$ cat src/rtl/inst_pc_control_if.sv
// rtl/inst_pc_control_if.sv - loop-control <-> PC sequencer bus
interface inst_pc_control_if #(
    parameter int InstMemAddrWidth = 32
);
    logic                        inst_jump;
    logic [InstMemAddrWidth-1:0] inst_jump_addr;
    logic                        inst_loop_done;
    logic [InstMemAddrWidth-1:0] inst_pc;

    modport master (
        output inst_jump,
        output inst_jump_addr,
        output inst_loop_done,
        input  inst_pc
    );

    modport slave (
        input  inst_jump,
        input  inst_jump_addr,
        input  inst_loop_done,
        output inst_pc
    );
endinterface

$ cat src/rtl/inst_pc_control.sv
// rtl/inst_pc_control.sv - instruction PC sequencer: step, jump, halt, debug override
module inst_pc_control #(
    parameter int InstMemAddrWidth = 32,
    parameter int InstMemDepth     = 1024,
    parameter int ExecCountWidth   = 32
) (
    input  logic                        clk_i,
    input  logic                        rst_ni,
    input  logic                        clr_i,
    input  logic                        en_i,
    input  logic                        stall_i,
    input  logic                        dbg_en_i,
    input  logic                        dbg_pc_wr_i,
    input  logic [InstMemAddrWidth-1:0] dbg_pc_i,
    input  logic [1:0]                  inst_loop_mode_i,
    input  logic [InstMemAddrWidth-1:0] inst_prog_end_addr_i,
    inst_pc_control_if.slave            loop_if,
    output logic                        inst_valid_o,
    output logic                        inst_busy_o,
    output logic                        inst_done_o,
    output logic                        inst_err_o,
    output logic [ExecCountWidth-1:0]   inst_exec_count_o
);

    localparam logic [InstMemAddrWidth:0]   DepthExt = (InstMemAddrWidth+1)'(InstMemDepth);
    localparam logic [InstMemAddrWidth-1:0] LastPc   = InstMemAddrWidth'(InstMemDepth - 1);

    typedef enum logic [1:0] {IDLE, RUN, HALT} state_e;

    state_e                      state_q, state_d;
    logic [InstMemAddrWidth-1:0] pc_q, pc_d;
    logic                        err_q, err_d;
    logic                        done_q, done_d;
    logic [ExecCountWidth-1:0]   cnt_q, cnt_d;
    logic                        end_hit;
    logic                        jump_ok;
    logic                        dbg_ok;

    // Extra MSB keeps the range compare unsigned and safe when depth == 2^width.
    assign jump_ok = {1'b0, loop_if.inst_jump_addr} < DepthExt;
    assign dbg_ok  = {1'b0, dbg_pc_i} < DepthExt;
    assign end_hit = (inst_loop_mode_i != 2'd0) ? loop_if.inst_loop_done
                                                : (pc_q == inst_prog_end_addr_i);

    always_ff @(posedge clk_i or negedge rst_ni) begin
        if (!rst_ni) begin
            state_q <= IDLE;
            pc_q    <= '0;
            err_q   <= 1'b0;
            done_q  <= 1'b0;
            cnt_q   <= '0;
        end else begin
            state_q <= state_d;
            pc_q    <= pc_d;
            err_q   <= err_d;
            done_q  <= done_d;
            cnt_q   <= cnt_d;
        end
    end

    always_comb begin
        state_d = state_q;
        pc_d    = pc_q;
        err_d   = err_q;
        done_d  = 1'b0;
        cnt_d   = cnt_q;
        if (clr_i) begin
            state_d = IDLE;
            pc_d    = '0;
            err_d   = 1'b0;
            cnt_d   = '0;
        end else begin
            unique case (state_q)
                IDLE: begin
                    pc_d = '0;
                    if (en_i) begin
                        state_d = RUN;
                        cnt_d   = '0;
                        err_d   = 1'b0;
                    end
                end
                RUN: begin
                    if (!en_i) begin
                        state_d = IDLE;
                        pc_d    = '0;
                    end else if (dbg_en_i) begin
                        if (dbg_pc_wr_i) begin
                            if (dbg_ok) pc_d  = dbg_pc_i;
                            else        err_d = 1'b1;
                        end
                    end else if (!stall_i) begin
                        cnt_d = cnt_q + ExecCountWidth'(1);
                        // Jumps only exist under loop control; mode 0 ignores them.
                        if (end_hit) begin
                            state_d = HALT;
                            done_d  = 1'b1;
                        end else if (inst_loop_mode_i != 2'd0 && loop_if.inst_jump) begin
                            if (jump_ok) begin
                                pc_d = loop_if.inst_jump_addr;
                            end else begin
                                err_d   = 1'b1;
                                state_d = HALT;
                            end
                        end else if (pc_q == LastPc) begin
                            err_d   = 1'b1;
                            state_d = HALT;
                        end else begin
                            pc_d = pc_q + InstMemAddrWidth'(1);
                        end
                    end
                end
                HALT: begin
                    if (!en_i) begin
                        state_d = IDLE;
                        pc_d    = '0;
                    end
                end
                default: begin
                    state_d = IDLE;
                    pc_d    = '0;
                end
            endcase
        end
    end

    always_comb begin
        inst_busy_o  = (state_q == RUN);
        inst_valid_o = (state_q == RUN) && !stall_i && !dbg_en_i;
    end

    assign loop_if.inst_pc   = pc_q;
    assign inst_done_o       = done_q;
    assign inst_err_o        = err_q;
    assign inst_exec_count_o = cnt_q;

endmodule
$ cat src/flat_wrapper.sv
// flat-port wrapper written by rule: the top's interface ports become plain ports
module inst_pc_control_flat 
#(
    parameter int InstMemAddrWidth = 32,
    parameter int InstMemDepth     = 1024,
    parameter int ExecCountWidth   = 32
)
  (clk_i, rst_ni, clr_i, en_i, stall_i, dbg_en_i, dbg_pc_wr_i, dbg_pc_i, inst_loop_mode_i, inst_prog_end_addr_i, inst_valid_o, inst_busy_o, inst_done_o, inst_err_o, inst_exec_count_o, loop_if_inst_jump, loop_if_inst_jump_addr, loop_if_inst_loop_done, loop_if_inst_pc);
  inst_pc_control_if #(.InstMemAddrWidth(InstMemAddrWidth)) loop_if_i ();
  input  logic clk_i;
  input  logic rst_ni;
  input  logic clr_i;
  input  logic en_i;
  input  logic stall_i;
  input  logic dbg_en_i;
  input  logic dbg_pc_wr_i;
  input  logic [InstMemAddrWidth-1:0] dbg_pc_i;
  input  logic [1:0] inst_loop_mode_i;
  input  logic [InstMemAddrWidth-1:0] inst_prog_end_addr_i;
  output logic inst_valid_o;
  output logic inst_busy_o;
  output logic inst_done_o;
  output logic inst_err_o;
  output logic [ExecCountWidth-1:0] inst_exec_count_o;
  input wire logic [$bits(loop_if_i.inst_jump)-1:0] loop_if_inst_jump;
  input wire logic [$bits(loop_if_i.inst_jump_addr)-1:0] loop_if_inst_jump_addr;
  input wire logic [$bits(loop_if_i.inst_loop_done)-1:0] loop_if_inst_loop_done;
  output wire logic [$bits(loop_if_i.inst_pc)-1:0] loop_if_inst_pc;
  assign loop_if_i.inst_jump = loop_if_inst_jump;
  assign loop_if_i.inst_jump_addr = loop_if_inst_jump_addr;
  assign loop_if_i.inst_loop_done = loop_if_inst_loop_done;
  assign loop_if_inst_pc = loop_if_i.inst_pc;
  inst_pc_control #(.InstMemAddrWidth(InstMemAddrWidth), .InstMemDepth(InstMemDepth), .ExecCountWidth(ExecCountWidth)) u_core (.clk_i(clk_i), .rst_ni(rst_ni), .clr_i(clr_i), .en_i(en_i), .stall_i(stall_i), .dbg_en_i(dbg_en_i), .dbg_pc_wr_i(dbg_pc_wr_i), .dbg_pc_i(dbg_pc_i), .inst_loop_mode_i(inst_loop_mode_i), .inst_prog_end_addr_i(inst_prog_end_addr_i), .loop_if(loop_if_i), .inst_valid_o(inst_valid_o), .inst_busy_o(inst_busy_o), .inst_done_o(inst_done_o), .inst_err_o(inst_err_o), .inst_exec_count_o(inst_exec_count_o));
endmodule
$ cat config.mk
export PLATFORM = sky130hd
export DESIGN_NAME = inst_pc_control_flat
export DESIGN_NICKNAME = d
export VERILOG_FILES = /design/src/rtl/inst_pc_control_if.sv /design/src/rtl/inst_pc_control.sv /design/src/flat_wrapper.sv
export SDC_FILE = /design/constraint.sdc
export NUM_CORES = 1
export LEC_CHECK = 0
export ABC_AREA = 1
export CAP_MARGIN = 20
export CORE_ASPECT_RATIO = 0.7
export CORE_MARGIN = 4
export CORE_UTILIZATION = 53
export CTS_CLUSTER_DIAMETER = 50
export DETAILED_ROUTE_END_ITERATION = 8
export PLACE_DENSITY = 0.88
export SLEW_MARGIN = 20
export SYNTH_ARGS = -nofsm -noshare
export SYNTH_HDL_FRONTEND = slang
export SYNTH_SLANG_ARGS = --single-unit
$ cat constraint.sdc
create_clock -name clk_i -period 2.9 [get_ports clk_i]
set_clock_uncertainty 0.05 [all_clocks]
set_input_delay 0.58 -clock clk_i [delete_from_list [all_inputs] [get_ports clk_i]]
set_output_delay 0.58 -clock clk_i [all_outputs]
set_load 0.05 [all_outputs]
==> flow_metrics.tcl <==
set metrics [dict create \
    status "finished clean" \
    peakVddDrop_v 0.000352 \
    r2r-end "u_core.loop_if.inst_pc[31]" \
    die_w_um 136 \
    cts_inserted_buffers 9 \
    core_area_mm2 0.0111 \
    postCtsHoldBufs 0 \
    drive_above_1_share_pct 5.83 \
    vias 7780 \
    path_buf_inv 1 \
    r2r_start "u_core.loop_if.inst_pc[2]" \
    root_buffer "clkbuf_16" \
    synth_top_area_share_pct 27.9 \
    synth_common_cells "nand2_1, inv_1, nor2_1" \
    dpl.cell_count 1371 \
    fill_cells 933 \
    vias_per_cell 5.61 \
    fin_nets 1338 \
    whs_ns 0.191 \
    grtUsageMet3_pct 10.3 \
    cts_sinks 68 \
    drt-total-wl_um 23800 \
    wl_per_cell_um 17.1 \
    p_leak_nw 3.93 \
    netlist_instances 1059 \
    clock_tree.buffer_depth 2 \
    fin_cells 1387 \
    start_util_pct 54.8 \
    synthTopCellsByArea "dfrtp_1, nand2_1, inv_1, nor2_1, nand3_1" \
    pwr_density_cell_mw_per_mm2 381 \
    synthToLayoutAreaGrowth_pct 37.1 \
    die_area_mm2 0.0133 \
    cts_tree "done" \
    synth_seq_area_share_pct 27.9 \
    slew_violations 0 \
    place_ws_ns 0.0111 \
    rows 32 \
    cp_num_cells 13 \
    synthArstFlopShare_pct 100 \
    startpoint "inst_prog_end_addr_i[2]" \
    worst_r2r_path_depth 13 \
    place.gp.congestion 1.01 \
    antenna_found_initial 0 \
    cts.clk_slew.worst_paths_ns 0.06 \
    syn_avg_cell_area_um2 5.76 \
    grt_pass1_vias 7066 \
    r2r_slack_ns 0.20 \
    hold_viol 0 \
    synth-seq-cells 68 \
    crit_fanout 32 \
    arrival_ns 2.98 \
    grt_start_max_net_pins 69 \
    yosysTopAreaCell "dfrtp_1" \
    synth.distinct_cells 42 \
    fmax_mhz 362 \
    cp_cell_sequence "clkdlybuf4s50_1 -> nor2_1 -> nor2_1 -> nand2_1 -> nor2_1 -> nand2_1 -> nor2_2 -> nand3_2 -> nand2_1 -> nand2_2 -> nand3_4 -> nand2_1 -> nand2_1" \
    synth-edff-count 0 \
    grt_pass1_wl_um 36800 \
    ys_warn_count 0 \
    hold_path_class "primary input to asynchronous set/reset pin" \
    utilization_pct 75.2 \
    dr.pass1.iters 6 \
    cp.required_ns 3.12 \
    slowest_stage "clkdlybuf4s50_1" \
    end_kind "flip-flop" \
    syn_nets 1168 \
    grt_use_met2_pct 49.2 \
    cp_top_family "simple AND/OR/NAND/NOR gates" \
    setup-tns-final_ns 0 \
    critical_path_class "primary input to flip-flop" \
    overflow 0 \
    clock_latency_ns 0.33 \
    slowest_delay_ns 0.49 \
    hpwl_um 19100 \
    cts-htree-levels 3 \
    ios 175 \
    drc 0 \
    grt_busiest_layer "met1" \
    slew_headroom_pct 64.3 \
    fin_crit_ns 2.76 \
    grtUsageTotal_pct 35.2 \
    synth_area_mm2 0.00610 \
    ctsResizeCount 0 \
    rsz0062_at_grt "no" \
    register_area_mm2 0.00170 \
    synth_most_common_cell "nand2_1" \
    drt_iter0_drc 1029 \
    post_cts_buffers 0 \
    ant_nets 0 \
    finalCritPeriodShare_pct 95.2 \
    io_buffers 174 \
    cap_violations 0 \
    tightest_slew_ns 0.534 \
    antenna_cells 0 \
    grtUsageMet1_pct 53.3 \
    critPathMostFrequentCell "nand2_1" \
    endpoint "u_core.loop_if.inst_pc[31]" \
    multi_input_area_mm2 0.00364 \
    finalSetupViolations 0 \
    die_y_um 97.8 \
    fin_ws_ns 0.140 \
    start_kind "primary input" \
    synthFlopType "dfrtp_1" \
]
[power by group]
group	switching, mW	leakage [nW]	total [mW]	internal (mW)
combinational	0.551	2.83	0.897	0.347
clock	0.434	0.164	1.22	0.785
sequential	0.0863	0.943	1.07	0.985
[sequential cells by signal, summed over array words and instances, names as in the netlist]
signal                    count
u_core.inst_err_o             1
u_core.state_q                2
u_core.inst_done_o            1
u_core.inst_exec_count_o     32
u_core.loop_if.inst_pc       32
[cell families after synthesis]
logic type	share of synthesized area, %
buf+inv	12.5
fa+ha+maj	0.410
xor+xnor	2.15
compound gates	9.94
simple gates	47.1
flops	27.9
[worst register-to-register path, stage by stage (launching register included)]
cell	delay, ns
dfrtp_1	0.58
inv_2	0.07
nor2_1	0.31
nor2_1	0.20
nand2_1	0.11
nor2_1	0.04
nand2_1	0.07
nor2_2	0.04
nand3_2	0.15
nand2_1	0.09
nand2_2	0.22
nand3_4	0.37
nand2_1	0.21
nand2_1	0.08
[layout by cell type, fill, tap and decap left out, types with 3 or more instances in the layout]
master | synthesis | routed
xnor2_1 | 7 | 7
o21ai_0 | 57 | 57
nand3_1 | 71 | 71
inv_1 | 147 | 147
nor2_4 | 3 | 3
clkdlybuf4s50_1 | 0 | 172
nand2_1 | 372 | 372
a31oi_1 | 3 | 3
nor3_1 | 14 | 14
buf_4 | 1 | 21
nand2_2 | 4 | 4
a21oi_1 | 36 | 36
clkbuf_16 | 0 | 9
nor2_2 | 6 | 6
nor2_1 | 140 | 140
dfrtp_1 | 68 | 68
nand4_1 | 51 | 51
inv_2 | 5 | 5
or2_2 | 5 | 5
xor2_1 | 8 | 8
[per-layer routing]
layer  vias to the layer above  wire [um]
li1                       3688          -
met1                      3519      10300
met2                       513       9440
met3                        60       3490
met4                         0        562
met5                         -          0
[final cells by class]
cell class              count  area share (%)
multi-input cells         801            43.5
repair buffers            196            23.0
flip-flops and latches     68            20.3
inverters                 153            6.87
clock buffers              10            2.86
well taps                 153            2.29
clock inverters             6            1.14
[worst min-delay path by stage]
stage,endpoint,slack [ns],depth (start not counted)
6_report,u_core.loop_if.inst_pc[3],0.19,2
3_3_place_gp,u_core.inst_err_o,0.41,2
3_5_place_dp,u_core.inst_err_o,0.43,2
2_1_floorplan,u_core.inst_done_o,0.23,0
5_1_grt,u_core.loop_if.inst_pc[1],0.23,2
4_1_cts,u_core.inst_done_o,0.22,2
[through the flow]
stage / area [um^2] / power [mW]
2_1_floorplan: 6100 / 1.56
3_3_place_gp: 8030 / 1.96
3_5_place_dp: 8030 / 1.96
4_1_cts: 8370 / 3.17
5_1_grt: 8370 / 3.30
6_report: 8370 / 3.19
No activity file was read; power rests on OpenSTA's default activity.
